--- config.mk ---
export PLATFORM = sky130hd
export DESIGN_NAME = push_channel_receiver_flat
export DESIGN_NICKNAME = d
export VERILOG_FILES = /design/src/rtl/push_channel_receiver_pkg.sv /design/src/rtl/push_channel_receiver_if.sv /design/src/rtl/push_channel_receiver_fifo.sv /design/src/rtl/push_channel_receiver.sv /design/src/flat_wrapper.sv
export SDC_FILE = /design/constraint.sdc
export NUM_CORES = 1
export LEC_CHECK = 0
export ABC_CLOCK_PERIOD_IN_PS = 3200
export BUFFER_PORTS_ARGS = -buffer_cell sky130_fd_sc_hd__buf_2
export CAP_MARGIN = 10
export CORE_AREA = 4 4 64 66
export CTS_BUF_LIST = sky130_fd_sc_hd__clkbuf_4 sky130_fd_sc_hd__clkbuf_8 sky130_fd_sc_hd__clkbuf_16
export DETAILED_ROUTE_END_ITERATION = 16
export DIE_AREA = 0 0 68 70
export MAX_ROUTING_LAYER = met4
export PLACE_DENSITY = 0.68
export SYNTH_ARGS = -nofsm -noshare
export SYNTH_HDL_FRONTEND = slang
export SYNTH_SLANG_ARGS = --single-unit
--- constraint.sdc ---
create_clock -name clk -period 3.2 [get_ports clk]
set_input_delay 0 -clock clk [delete_from_list [all_inputs] [get_ports clk]]
set_output_delay 0 -clock clk [all_outputs]
set_load 0.01 [all_outputs]
--- src/rtl/push_channel_receiver_pkg.sv ---
// Shared types and default parameters for the push-channel receiver.
// The FSM state encoding lives here so the top level and any checker
// agree on a single definition.
package push_rx_pkg;

   // Receiver handshake states.
   //   RESYNC   : waiting out the synchroniser after reset and for req to be low
   //   IDLE     : ready to accept a new request
   //   WAIT_LOW : request acknowledged, waiting for the return-to-zero phase
   typedef enum logic [1:0] {
      RESYNC   = 2'd0,
      IDLE     = 2'd1,
      WAIT_LOW = 2'd2
   } rx_state_t;

   localparam int DEF_WIDTH       = 1;
   localparam int DEF_DEPTH       = 4;
   localparam int DEF_SYNC_STAGES = 2;
   localparam int DEF_CNT_W       = 16;

endpackage

--- src/rtl/push_channel_receiver_if.sv ---
// Push channel (req/ack/data) plus the downstream valid/ready stream.
// The slave modport is the receiver's view; the master modport is the
// environment (handshake producer and downstream consumer).
interface push_channel_receiver_if
   import push_rx_pkg::*;
#(
   parameter int WIDTH = DEF_WIDTH
);
   logic             push_0r;
   logic             push_0a;
   logic [WIDTH-1:0] push_0d;
   logic             out_valid;
   logic             out_ready;
   logic [WIDTH-1:0] out_data;

   modport master (
      output push_0r,
      output push_0d,
      output out_ready,
      input  push_0a,
      input  out_valid,
      input  out_data
   );

   modport slave (
      input  push_0r,
      input  push_0d,
      input  out_ready,
      output push_0a,
      output out_valid,
      output out_data
   );
endinterface

--- src/rtl/push_channel_receiver_fifo.sv ---
// First-word-fall-through circular buffer. Pointers carry one extra MSB
// so that equal low bits with differing MSBs means full, fully equal means
// empty. A write into a full buffer is allowed when a pop happens on the
// same edge, since the freed slot is the one being written.
module push_rx_fifo
   import push_rx_pkg::*;
#(
   parameter int WIDTH = DEF_WIDTH,
   parameter int DEPTH = DEF_DEPTH
) (
   input  logic                   clk,
   input  logic                   initialise,
   input  logic                   wr_en,
   input  logic [WIDTH-1:0]       wr_data,
   input  logic                   rd_en,
   output logic [WIDTH-1:0]       rd_data,
   output logic                   valid,
   output logic                   full,
   output logic [$clog2(DEPTH):0] fill
);
   localparam int AW = $clog2(DEPTH);
   localparam int PW = AW + 1;

   logic [PW-1:0]    wr_ptr_r;
   logic [PW-1:0]    rd_ptr_r;
   logic [WIDTH-1:0] mem_r [DEPTH];

   logic empty_s;
   logic full_s;
   logic do_pop_s;
   logic do_push_s;

   // Status flags and the qualified push/pop strobes.
   always_comb begin
      empty_s   = (wr_ptr_r == rd_ptr_r);
      full_s    = (wr_ptr_r[AW-1:0] == rd_ptr_r[AW-1:0]) &&
                  (wr_ptr_r[AW] != rd_ptr_r[AW]);
      do_pop_s  = rd_en && !empty_s;
      do_push_s = wr_en && (!full_s || do_pop_s);
   end

   // Read and write pointers, wrapping modulo 2*DEPTH.
   always_ff @(posedge clk) begin
      if (initialise) begin
         wr_ptr_r <= '0;
         rd_ptr_r <= '0;
      end else begin
         if (do_push_s) begin
            wr_ptr_r <= wr_ptr_r + PW'(1);
         end else begin
            wr_ptr_r <= wr_ptr_r;
         end
         if (do_pop_s) begin
            rd_ptr_r <= rd_ptr_r + PW'(1);
         end else begin
            rd_ptr_r <= rd_ptr_r;
         end
      end
   end

   // Storage; cleared on reset so the head word reads zero afterwards.
   always_ff @(posedge clk) begin
      if (initialise) begin
         for (int i = 0; i < DEPTH; i++) begin
            mem_r[i] <= '0;
         end
      end else if (do_push_s) begin
         mem_r[wr_ptr_r[AW-1:0]] <= wr_data;
      end
   end

   assign rd_data = mem_r[rd_ptr_r[AW-1:0]];
   assign valid   = !empty_s;
   assign full    = full_s;
   assign fill    = wr_ptr_r - rd_ptr_r;

endmodule

--- src/rtl/push_channel_receiver.sv ---
// Clocked consumer for a four-phase bundled-data push channel.
// The request is brought into the clock domain through a flop chain; the
// bundled data is sampled directly, relying on the producer holding it
// stable before raising req. Captured words go into a small FWFT FIFO.
// Backpressure is purely by withholding the acknowledge while full.
module push_channel_receiver
   import push_rx_pkg::*;
#(
   parameter int WIDTH       = DEF_WIDTH,
   parameter int DEPTH       = DEF_DEPTH,
   parameter int SYNC_STAGES = DEF_SYNC_STAGES,
   parameter int CNT_W       = DEF_CNT_W
) (
   input  logic                     clk,
   input  logic                     initialise,
   push_channel_receiver_if.slave   bus,
   output logic [$clog2(DEPTH):0]   fill,
   output logic [CNT_W-1:0]         xfer_count
);
   localparam int RCW = $clog2(SYNC_STAGES + 1);

   logic [SYNC_STAGES-1:0] sync_r;
   logic                   req_s;

   rx_state_t              state_r;
   rx_state_t              state_next_s;
   logic [RCW-1:0]         resync_cnt_r;
   logic [RCW-1:0]         resync_cnt_next_s;
   logic                   ack_r;
   logic                   ack_next_s;
   logic                   capture_s;
   logic [CNT_W-1:0]       xfer_count_r;

   logic                   fifo_valid_s;
   logic                   fifo_full_s;
   logic                   pop_s;
   logic                   can_accept_s;

   // Request synchroniser: a plain shift chain, oldest stage is req_s.
   always_ff @(posedge clk) begin
      if (initialise) begin
         sync_r <= '0;
      end else begin
         sync_r <= {sync_r[SYNC_STAGES-2:0], bus.push_0r};
      end
   end

   assign req_s = sync_r[SYNC_STAGES-1];

   // A pop frees a slot on the same edge, so a full FIFO may still accept.
   always_comb begin
      pop_s        = fifo_valid_s && bus.out_ready;
      can_accept_s = !fifo_full_s || pop_s;
   end

   // Handshake FSM next-state and registered-output decode.
   always_comb begin
      state_next_s      = state_r;
      resync_cnt_next_s = resync_cnt_r;
      ack_next_s        = ack_r;
      capture_s         = 1'b0;
      case (state_r)
         RESYNC: begin
            ack_next_s = 1'b0;
            if (resync_cnt_r != '0) begin
               resync_cnt_next_s = resync_cnt_r - RCW'(1);
            end else begin
               resync_cnt_next_s = resync_cnt_r;
            end
            // Leaving only with req low avoids re-capturing a handshake
            // that was in flight when reset hit.
            if ((resync_cnt_r == '0) && !req_s) begin
               state_next_s = IDLE;
            end else begin
               state_next_s = RESYNC;
            end
         end
         IDLE: begin
            if (req_s && can_accept_s) begin
               capture_s    = 1'b1;
               ack_next_s   = 1'b1;
               state_next_s = WAIT_LOW;
            end else begin
               ack_next_s   = 1'b0;
               state_next_s = IDLE;
            end
         end
         WAIT_LOW: begin
            if (!req_s) begin
               ack_next_s   = 1'b0;
               state_next_s = IDLE;
            end else begin
               ack_next_s   = 1'b1;
               state_next_s = WAIT_LOW;
            end
         end
         default: begin
            ack_next_s   = 1'b0;
            state_next_s = RESYNC;
         end
      endcase
   end

   // FSM state, resync counter and acknowledge registers.
   always_ff @(posedge clk) begin
      if (initialise) begin
         state_r      <= RESYNC;
         resync_cnt_r <= RCW'(SYNC_STAGES);
         ack_r        <= 1'b0;
      end else begin
         state_r      <= state_next_s;
         resync_cnt_r <= resync_cnt_next_s;
         ack_r        <= ack_next_s;
      end
   end

   // Completed-capture counter, wrapping naturally at its width.
   always_ff @(posedge clk) begin
      if (initialise) begin
         xfer_count_r <= '0;
      end else if (capture_s) begin
         xfer_count_r <= xfer_count_r + CNT_W'(1);
      end else begin
         xfer_count_r <= xfer_count_r;
      end
   end

   push_rx_fifo #(
      .WIDTH (WIDTH),
      .DEPTH (DEPTH)
   ) u_fifo (
      .clk        (clk),
      .initialise (initialise),
      .wr_en      (capture_s),
      .wr_data    (bus.push_0d),
      .rd_en      (bus.out_ready),
      .rd_data    (bus.out_data),
      .valid      (fifo_valid_s),
      .full       (fifo_full_s),
      .fill       (fill)
   );

   assign bus.push_0a   = ack_r;
   assign bus.out_valid = fifo_valid_s;
   assign xfer_count    = xfer_count_r;

endmodule

--- src/flat_wrapper.sv ---
// flat-port wrapper written by rule: the top's interface ports become plain ports
module push_channel_receiver_flat import push_rx_pkg::*;
#(
   parameter int WIDTH       = DEF_WIDTH,
   parameter int DEPTH       = DEF_DEPTH,
   parameter int SYNC_STAGES = DEF_SYNC_STAGES,
   parameter int CNT_W       = DEF_CNT_W
)
  (clk, initialise, fill, xfer_count, bus_push_0r, bus_push_0d, bus_out_ready, bus_push_0a, bus_out_valid, bus_out_data);
  push_channel_receiver_if #(.WIDTH(WIDTH)) bus_i ();
  input  logic clk;
  input  logic initialise;
  output logic [$clog2(DEPTH):0] fill;
  output logic [CNT_W-1:0] xfer_count;
  input wire logic [$bits(bus_i.push_0r)-1:0] bus_push_0r;
  input wire logic [$bits(bus_i.push_0d)-1:0] bus_push_0d;
  input wire logic [$bits(bus_i.out_ready)-1:0] bus_out_ready;
  output wire logic [$bits(bus_i.push_0a)-1:0] bus_push_0a;
  output wire logic [$bits(bus_i.out_valid)-1:0] bus_out_valid;
  output wire logic [$bits(bus_i.out_data)-1:0] bus_out_data;
  assign bus_i.push_0r = bus_push_0r;
  assign bus_i.push_0d = bus_push_0d;
  assign bus_i.out_ready = bus_out_ready;
  assign bus_push_0a = bus_i.push_0a;
  assign bus_out_valid = bus_i.out_valid;
  assign bus_out_data = bus_i.out_data;
  push_channel_receiver #(.WIDTH(WIDTH), .DEPTH(DEPTH), .SYNC_STAGES(SYNC_STAGES), .CNT_W(CNT_W)) u_core (.clk(clk), .initialise(initialise), .bus(bus_i), .fill(fill), .xfer_count(xfer_count));
endmodule
==> impl_metrics.env <==
export IMPL_status="finished, final reports clean"
export IMPL_syn_avg_cell_area_um2=9.58
export IMPL_grt_max_degree=31
export IMPL_finalMaxSlewViolations=0
export IMPL_synth_top_family_by_area="simple AND/OR/NAND/NOR gates"
export IMPL_hold_viol=0
export IMPL_drt_total_wl_mm=3.21
export IMPL_period_needed_ps=2350
export IMPL_max_freq_mhz=425
export IMPL_slew_headroom_pct=47.6
export IMPL_cts_max_level=2
export IMPL_ios=27
export IMPL_crit_type="register to register"
export IMPL_synth_most_common_cell="dfxtp_1"
export IMPL_irDropWorstVdd_mv=0.287
export IMPL_grt_total_usage_pct=15.3
export IMPL_postLayoutCellArea_mm2=0.00193
export IMPL_cts_resized=0
export IMPL_critPathSlowestCell="o21ai_2"
export IMPL_netlist_area_mm2=0.00169
export IMPL_endpoint_kind="register"
export IMPL_synth_mux_area_share_pct=2.52
export IMPL_cap_violations=0
export IMPL_yosysSeqAreaShare_pct=43.9
export IMPL_crit_buf_inv=1
export IMPL_dpl_cell_area_mm2=0.00184
export IMPL_antenna_cells=0
export IMPL_swShare_pct=25.4
export IMPL_synth_compound_area_share_pct=14.8
export IMPL_arrival_ps=2450
export IMPL_ys_async_sr_fraction_pct=0
export IMPL_grt_pass1_wl_mm=5.41
export IMPL_hold_path_class="input port to register"
export IMPL_cts_tree="yes"
export IMPL_clk_latency_ps=340
export IMPL_die_w_um=68
export IMPL_postLayoutCoreUtil_pct=53.8
export IMPL_synth_simple_gate_area_share_pct=18.6
export IMPL_p_leak_nw=0.811
export IMPL_vias_per_cell=5.37
export IMPL_dieArea_mm2=0.00476
export IMPL_setup_tns_ps=0
export IMPL_drive_gt1_share_pct=18.4
export IMPL_syn_inst=176
export IMPL_power_frac_seq_pct=56.2
export IMPL_clk_path_buf_depth=2
export IMPL_finClkSkew_ps=15.6
export IMPL_place_congestion=0.785
export IMPL_power_density_mw_per_mm2=440
export IMPL_die_height_um=70
export IMPL_synth_xor_area_share_pct=6.68
export IMPL_drc=0
export IMPL_netlist_area_leader_share_pct=36.8
export IMPL_clkSinkCount=35
export IMPL_ys_warn_count=0
export IMPL_path_max_fanout=20
export IMPL_drt_initial_drc_count=83
export IMPL_cp_cell_sequence="inv_1 > ha_1 > nand3b_1 > o21ai_2 > nand3b_1 > nor3_1"
export IMPL_setup_viol=0
export IMPL_yosysUniqueCellTypes=35
export IMPL_worst_pin_slew_ps=786
export IMPL_clkPwrFrac_pct=29.9
export IMPL_synth_fp_nets=192
export IMPL_port_buffers=26
export IMPL_cpMostUsedCell="nand3b_1"
export IMPL_internal_power_mw=0.632
export IMPL_grt_pass1_vias=1242
export IMPL_vias=1363
export IMPL_area_growth_pct=14.3
export IMPL_antenna_found_initial=0
export IMPL_startpoint_type="register"
export IMPL_synth_edff_count=4
export IMPL_synth_adder_area_share_pct=8.61
export IMPL_crit_required_ps=3300
export IMPL_core_area_mm2=0.00358
export IMPL_clk_pin_slew_ps=110
export IMPL_drtPass1Iterations=4
export IMPL_ctsHoldBuffers=2
export IMPL_path_delay_family="compound AO/OA/AOI/OAI gates"
export IMPL_cts_setup_buffers=0
export IMPL_rsz0062_at_grt="false"
export IMPL_yosys_area_top_type="dfxtp_1"
export IMPL_period_share_pct=73.5
export IMPL_synth_area_leaders="dfxtp_1 (37%), ha_1 (7.4%), edfxtp_1 (7.1%)"
export IMPL_synth_ff_latch_count=35
export IMPL_initial_utilization_pct=47.1
export IMPL_yosys_top_cells_count="dfxtp_1 (31), nor2_1 (15), inv_1 (13)"
export IMPL_clock_tree_root_cell="clkbuf_4"
export IMPL_post_drt_wl_per_cell_um=12.6
export IMPL_combPwrFrac_pct=13.9
export IMPL_synth_flop_cell="dfxtp_1"
export IMPL_place_hpwl_mm=2.35
export IMPL_final_nets=221
export IMPL_ant_nets=0
export IMPL_rows=22
export IMPL_max_stage_delay_ps=690
export IMPL_grt_overflow_total=0
export IMPL_numCtsBuffers=5
export IMPL_power_switching_mw=0.216
[placed cells by master, fill, tap and decap left out, types with 8 or more instances in the layout]
master | Yosys | layout
nand2_1 | 11 | 11
o31ai_1 | 11 | 11
dfxtp_1 | 31 | 31
xor2_1 | 8 | 8
nor2_1 | 15 | 15
a21oi_1 | 12 | 12
ha_1 | 10 | 10
inv_1 | 13 | 13
or4_1 | 9 | 9
buf_2 | 2 | 26
[worst reg2reg max path: cells and delay by family (launching register included)]
kind                     cells  cell delay, ps
adder cells (fa/ha/maj)      1             350
AO/OA/AOI/OAI                1             690
flip-flops                   1             420
buffers and inverters        1             120
AND/OR/NAND/NOR              3             540
[per-stage QoR]
stage	worst slack [ps]	instances	total power [mW]	hold WS, ps
floorplan	1290	176	0.577	89.7
global placement	972	244	0.597	213
detailed placement	892	244	0.604	215
CTS	867	254	0.862	36.7
global route	619	254	0.903	43.9
finish	848	254	0.848	46.3
[worst paths after layout]
check	endpoint	cells past startpoint	from	slack, ps
min	u_core.u_fifo.mem_r[3]$_DFFE_PP_	3	bus_push_0d	50
max reg2reg	u_core.u_fifo.mem_r[0]$_SDFFCE_PN0P_	6	u_core.u_fifo.wr_ptr_r[0]$_SDFFE_PP0P_	850
min reg2reg	u_core.sync_r[1]$_SDFF_PP0_	1	u_core.sync_r[0]$_SDFF_PP0_	450
max	u_core.u_fifo.mem_r[0]$_SDFFCE_PN0P_	6	u_core.u_fifo.wr_ptr_r[0]$_SDFFE_PP0P_	850
[cell type report]
type                    instances  area (um^2)
multi-input cells             122          863
clock inverters                 1         5.00
repair buffers                 28          150
flip-flops and latches         35          741
fillers                       350         1650
clock buffers                   7         58.8
inverters                      13         48.8
well taps                      48         60.1
[cells by family after synthesis]
family | Yosys count
muxes | 3
AOI/OAI and AO/OA | 38
adders and majority gates | 11
xor gates and xnor gates | 12
buffers and inverters | 19
DFF | 35
and+or+nand+nor | 58
[flip-flops by register name, indices dropped and copies added (netlist names), named ones only]
signal and count:
u_core.state_r 2, u_core.u_fifo.wr_ptr_r 3, u_core.resync_cnt_r 2, u_core.xfer_count 16, u_core.u_fifo.rd_ptr_r 3, u_core.sync_r 2
u_core.bus.push_0a 1, u_core.u_fifo.mem_r 4
[power groups by stage]
stage	Sequential, mW	Clock (mW)	Combinational (mW)
3_5_place_dp	0.487	0	0.117
6_report	0.477	0.253	0.118
2_1_floorplan	0.484	0	0.0935
4_1_cts	0.477	0.265	0.119
3_3_place_gp	0.485	0	0.112
5_1_grt	0.480	0.287	0.136
[routing by layer]
layer	vias up	wire (um)	part of all wire, %	GRT usage [%]
met2	30	1640	51	25.3
met1	636	1340	42	16.5
met4	0	52	1.6	5.30
met3	6	178	5.5	5.95
met5	-	0	0	-
li1	691	-	-	-
(Power assumes the default switching activity.)
